## src/rtl/dcache_refill.sv

```systemverilog
// ============================================================================
// dcache_refill : D-cache miss handler (victim write-back, line fetch, refill)
// Rev 1.0
// ============================================================================
`default_nettype none

module dcache_refill #(
  parameter int ADDR_W = 64,
  parameter int DATA_W = 64,
  parameter int BEATS  = 1
) (
  input  logic              clk,
  input  logic              rst,
  input  logic              miss_i,
  input  logic              write_back_i,
  input  logic              lru_i,
  input  logic [ADDR_W-1:0] miss_addr_i,
  input  logic [ADDR_W-1:0] victim_addr_i,
  input  logic [DATA_W-1:0] victim_data_i,
  output logic              vic_way_o,
  output logic [((BEATS > 1) ? $clog2(BEATS) : 1)-1:0] vic_beat_o,
  output logic              refill_we_o,
  output logic              refill_way_o,
  output logic [((BEATS > 1) ? $clog2(BEATS) : 1)-1:0] refill_beat_o,
  output logic [DATA_W-1:0] refill_data_o,
  output logic              refresh_o,
  output logic              stallreq_o,
  output logic              err_o,
  output logic              mem_req_valid_o,
  input  logic              mem_req_ready_i,
  output logic              mem_req_we_o,
  output logic [ADDR_W-1:0] mem_req_addr_o,
  output logic              mem_wvalid_o,
  input  logic              mem_wready_i,
  output logic [DATA_W-1:0] mem_wdata_o,
  output logic              mem_wlast_o,
  input  logic              mem_bvalid_i,
  input  logic              mem_rvalid_i,
  input  logic [DATA_W-1:0] mem_rdata_i,
  input  logic              mem_rlast_i
);

  localparam int C_BW  = (BEATS > 1) ? $clog2(BEATS) : 1;
  localparam int C_OFF = $clog2(DATA_W / 8 * BEATS);
  localparam logic [C_BW-1:0]   C_LAST  = C_BW'(BEATS - 1);
  localparam logic [C_BW-1:0]   C_ONE   = C_BW'(1);
  localparam logic [ADDR_W-1:0] C_ALIGN = ~((ADDR_W'(1) << C_OFF) - ADDR_W'(1));

  typedef enum logic [2:0] {
    S_IDLE    = 3'd0,
    S_WB_ADDR = 3'd1,
    S_WB_DATA = 3'd2,
    S_WB_RESP = 3'd3,
    S_RD_ADDR = 3'd4,
    S_RD_DATA = 3'd5,
    S_REFILL  = 3'd6,
    S_DONE    = 3'd7
  } state_t;

  state_t            state_q, state_d;
  logic [C_BW-1:0]   beat_q, beat_d;
  logic              way_q, way_d;
  logic [ADDR_W-1:0] vaddr_q, vaddr_d;
  logic [ADDR_W-1:0] maddr_q, maddr_d;
  logic              err_q, err_d;
  logic              last_beat;

  always_ff @(posedge clk or posedge rst) begin
    if (rst) begin
      state_q <= S_IDLE;
      beat_q  <= '0;
      way_q   <= 1'b0;
      vaddr_q <= '0;
      maddr_q <= '0;
      err_q   <= 1'b0;
    end else begin
      state_q <= state_d;
      beat_q  <= beat_d;
      way_q   <= way_d;
      vaddr_q <= vaddr_d;
      maddr_q <= maddr_d;
      err_q   <= err_d;
    end
  end

  assign last_beat = (beat_q == C_LAST);

  always_comb begin
    state_d         = state_q;
    beat_d          = beat_q;
    way_d           = way_q;
    vaddr_d         = vaddr_q;
    maddr_d         = maddr_q;
    err_d           = err_q;
    refill_we_o     = 1'b0;
    refill_data_o   = '0;
    refresh_o       = 1'b0;
    mem_req_valid_o = 1'b0;
    mem_req_we_o    = 1'b0;
    mem_req_addr_o  = '0;
    mem_wvalid_o    = 1'b0;
    mem_wdata_o     = '0;
    mem_wlast_o     = 1'b0;

    // Responses arriving in the wrong phase are flagged but otherwise dropped.
    if (mem_bvalid_i && (state_q != S_WB_RESP)) err_d = 1'b1;
    if (mem_rvalid_i && (state_q != S_RD_DATA)) err_d = 1'b1;

    case (state_q)
      S_IDLE: begin
        if (miss_i) begin
          way_d   = lru_i;
          vaddr_d = victim_addr_i;
          maddr_d = miss_addr_i & C_ALIGN;
          state_d = write_back_i ? S_WB_ADDR : S_RD_ADDR;
        end
      end
      S_WB_ADDR: begin
        mem_req_valid_o = 1'b1;
        mem_req_we_o    = 1'b1;
        mem_req_addr_o  = vaddr_q;
        if (mem_req_ready_i) begin
          beat_d  = '0;
          state_d = S_WB_DATA;
        end
      end
      S_WB_DATA: begin
        mem_wvalid_o = 1'b1;
        mem_wdata_o  = victim_data_i;
        mem_wlast_o  = last_beat;
        if (mem_wready_i) begin
          if (last_beat) begin
            beat_d  = '0;
            state_d = S_WB_RESP;
          end else begin
            beat_d = beat_q + C_ONE;
          end
        end
      end
      S_WB_RESP: begin
        if (mem_bvalid_i) state_d = S_RD_ADDR;
      end
      S_RD_ADDR: begin
        mem_req_valid_o = 1'b1;
        mem_req_addr_o  = maddr_q;
        if (mem_req_ready_i) begin
          beat_d  = '0;
          state_d = S_RD_DATA;
        end
      end
      S_RD_DATA: begin
        if (mem_rvalid_i) begin
          refill_we_o   = 1'b1;
          refill_data_o = mem_rdata_i;
          // Completion is by beat count; rlast is only a consistency check.
          if (mem_rlast_i != last_beat) err_d = 1'b1;
          if (last_beat) begin
            beat_d  = '0;
            state_d = S_REFILL;
          end else begin
            beat_d = beat_q + C_ONE;
          end
        end
      end
      S_REFILL: begin
        refresh_o = 1'b1;
        state_d   = S_DONE;
      end
      S_DONE: begin
        state_d = S_IDLE;
      end
      default: state_d = S_IDLE;
    endcase
  end

  assign vic_way_o     = way_q;
  assign vic_beat_o    = beat_q;
  assign refill_way_o  = way_q;
  assign refill_beat_o = beat_q;
  assign err_o         = err_q;
  assign stallreq_o    = ~rst & (((state_q == S_IDLE) & miss_i) |
                                 ((state_q != S_IDLE) & (state_q != S_DONE)));

endmodule

`default_nettype wire
```

## config.mk

```make
export PLATFORM = sky130hd
export DESIGN_NAME = dcache_refill
export DESIGN_NICKNAME = d
export VERILOG_FILES = /design/src/rtl/dcache_refill.sv
export SDC_FILE = /design/constraint.sdc
export NUM_CORES = 1
export LEC_CHECK = 0
export ABC_AREA = 0
export BUFFER_PORTS_ARGS = -buffer_cell sky130_fd_sc_hd__buf_2
export CORE_AREA = 2 2 181 183
export DETAILED_ROUTE_END_ITERATION = 7
export DIE_AREA = 0 0 183 185
export PLACE_DENSITY = 0.52
export SLEW_MARGIN = 20
export SYNTH_ARGS = -nofsm -noshare
export SYNTH_HDL_FRONTEND = slang
export SYNTH_SLANG_ARGS = --single-unit
```

## constraint.sdc

```tcl
create_clock -name clk -period 10.9 [get_ports clk]
set_clock_uncertainty 0.15 [all_clocks]
set_input_delay 1.635 -clock clk [delete_from_list [all_inputs] [get_ports clk]]
set_output_delay 1.635 -clock clk [all_outputs]
set_load 0.005 [all_outputs]
```

==> impl_metrics.tcl <==
set metrics [dict create \
    layout-drive-gt1-share_pct 64.4 \
    worstPathMaxFanout 42 \
    die_area_mm2 0.0339 \
    synthFlopType "dfrtp_1" \
    critPathSlowestCell "dfrtp_1" \
    cp-startpoint "state_q[2]" \
    layout.nets 1245 \
    crit_path_start_kind "register" \
    multiInputGateArea_mm2 0.00320 \
    htreeDepth 4 \
    period_share_pct 42.1 \
    ys.warnings.count 0 \
    synth_top_area_cell "dfrtp_1" \
    num_vias 5831 \
    grt_pass1_wl_mm 36.2 \
    cts_max_path_buffers 2 \
    grt_overflow 0 \
    routed_wl_mm 25.8 \
    hp-start "vaddr_q[31]" \
    fmax_ghz 0.218 \
    ctsResizeCount 0 \
    ctsHoldBuffers 0 \
    ant_nets 0 \
    synth-edff-count 0 \
    relSlewSlack_pct 30.6 \
    grt_max_degree 79 \
    slew_viol_final 0 \
    antenna_found_initial 9 \
    worstPathRequired_ns 9.12 \
    rsz0062_at_grt "no" \
    drc_errors 0 \
    regArea_mm2 0.00325 \
    path_class "reg -> out" \
    path_clk_slew_ns 0.06 \
    synth.top_cells.by_area "dfrtp_1, mux2_2, and2_1" \
    post_cts_buffers 0 \
    die_w_um 183 \
    ios 470 \
    first_iter_violations 237 \
    core_mm2 0.0320 \
    viasPerCell 4.17 \
    status "finished, final reports clean" \
    routedWlPerCell_um 18.5 \
    r2r-start "state_q[2]" \
    setup_tns_ns 0 \
    worst_pin_slew_ns 1.04 \
    cts_tree "done" \
    max_cap_violations 0 \
    grt_pass1_vias 5678 \
    crit_path_cell_trace "and2_2 -> buf_4 -> a22o_1 -> buf_2" \
    netlist_instances 531 \
    numClockSinks 130 \
    peakVddDrop_v 0.0000931 \
    netlist.area_leader.share_pct 48.0 \
    power_density_mw_per_mm2 244 \
    num_rows 66 \
    syn_to_final_growth_pct 46.5 \
    ys_top_cells_by_count "and2_1, dfrtp_1, mux2_2" \
    initial_core_util_pct 21.2 \
    syn_avg_cell_area_um2 12.8 \
    yosysSeqAreaShare_pct 48.0 \
    leakagePower_nw 5.48 \
    numPortBuffers 464 \
    clock_latency_ns 0.40 \
    grt_use_total_pct 14.6 \
    fin_ws_ns 6.32 \
    fin_crit_ns 4.58 \
    gp_congestion 0.835 \
    synth_seq_cells 130 \
    syn_area_mm2 0.00678 \
    async_flop_share_pct 100 \
    dpl.hpwl_mm 19.5 \
    fillers 3361 \
    first_pass_iters 4 \
    numCtsBuffers 17 \
    hold_class "reg -> reg" \
    setup_violations 0 \
    cp-end-kind "output port" \
    root_buffer "clkbuf_16" \
    finalHoldViolations 0 \
    yosysUniqueCellTypes 30 \
    yosysMostFrequentCell "and2_1" \
    die_h_um 185 \
    critical-path-max-stage-delay_ns 0.75 \
    pre_cts_slack_ns 6.35 \
    arrival_ns 2.80 \
]
-- worst paths after layout --
kind                                 endpoint  slack (ns)  depth (start not counted)
max in group asynchronous          vaddr_q[1]        8.20                          3
setup / recovery           mem_req_addr_o[22]        6.32                          4
hold / removal                    vaddr_q[31]        0.36                          1
hold reg to reg                   vaddr_q[31]        0.36                          1
min in group asynchronous         maddr_q[62]        1.20                          2
setup reg to reg                  vaddr_q[51]        8.01                          4
-- state kept, by name, summed over array words and instances, names as in the netlist --
signal / flops
err_o: 1
maddr_q: 61
refill_way_o: 1
state_q: 3
vaddr_q: 64
-- area by class of cell --
cell class | count | share of cell area, %
antenna | 2 | 0.0504
multi-input combinational | 350 | 32.2
tap | 408 | 5.14
sequential | 130 | 32.8
clock buffer | 19 | 4.36
inverter | 5 | 0.239
clock inverter | 13 | 1.30
timing repair buffer | 471 | 23.9
-- critical path, delay by kind of cell (launching register included) --
kind | cells | cell delay (ns)
buf+inv | 2 | 0.70
flops | 1 | 0.75
compound gates | 1 | 0.23
simple gates | 1 | 0.64
-- cells in the final DEF, fill, tap and decap left out, drive strengths merged, types with 3 or more instances in the layout --
master	count
buf	471
and2	133
inv	10
clkinv	3
ha	4
mux2	128
dfrtp	130
mux2i	3
a22o	61
clkinvlp	4
clkbuf	19
-- report_power, final --
part | switching [mW] | internal [mW] | leakage, nW
clock network | 0.243 | 0.319 | 0.263
registers | 0.135 | 0.726 | 1.56
logic | 0.427 | 0.572 | 3.66
-- layer usage --
metal	share of wire, %	wire, µm	track usage, %
met5	0.16	41	0
met4	3.4	865	6.08
met3	9.3	2400	5.78
met2	48	12400	24.6
met1	39	10100	16.5
-- logic make-up after synthesis --
family          synth area share, %
simple gates                   13.3
mux                            24.0
flops                          48.0
compound gates                 8.79
buf+inv                        5.11
fa+ha+maj                     0.738
other cells                  0.0553
-- through the flow --
step	std cells	hold slack, ns	power (mW)	utilization (%)	area (µm²)
after floorplan	532	0.321	1.51	-	6780
after global placement	1364	0.332	1.86	29.2	9360
after detailed placement	1364	0.343	1.88	29.2	9360
after CTS	1396	0.358	2.47	31.0	9920
after global routing	1398	0.367	2.59	31.0	9930
final	1398	0.356	2.42	31.0	9930
Note: power is estimated with default switching activity, not from simulation.
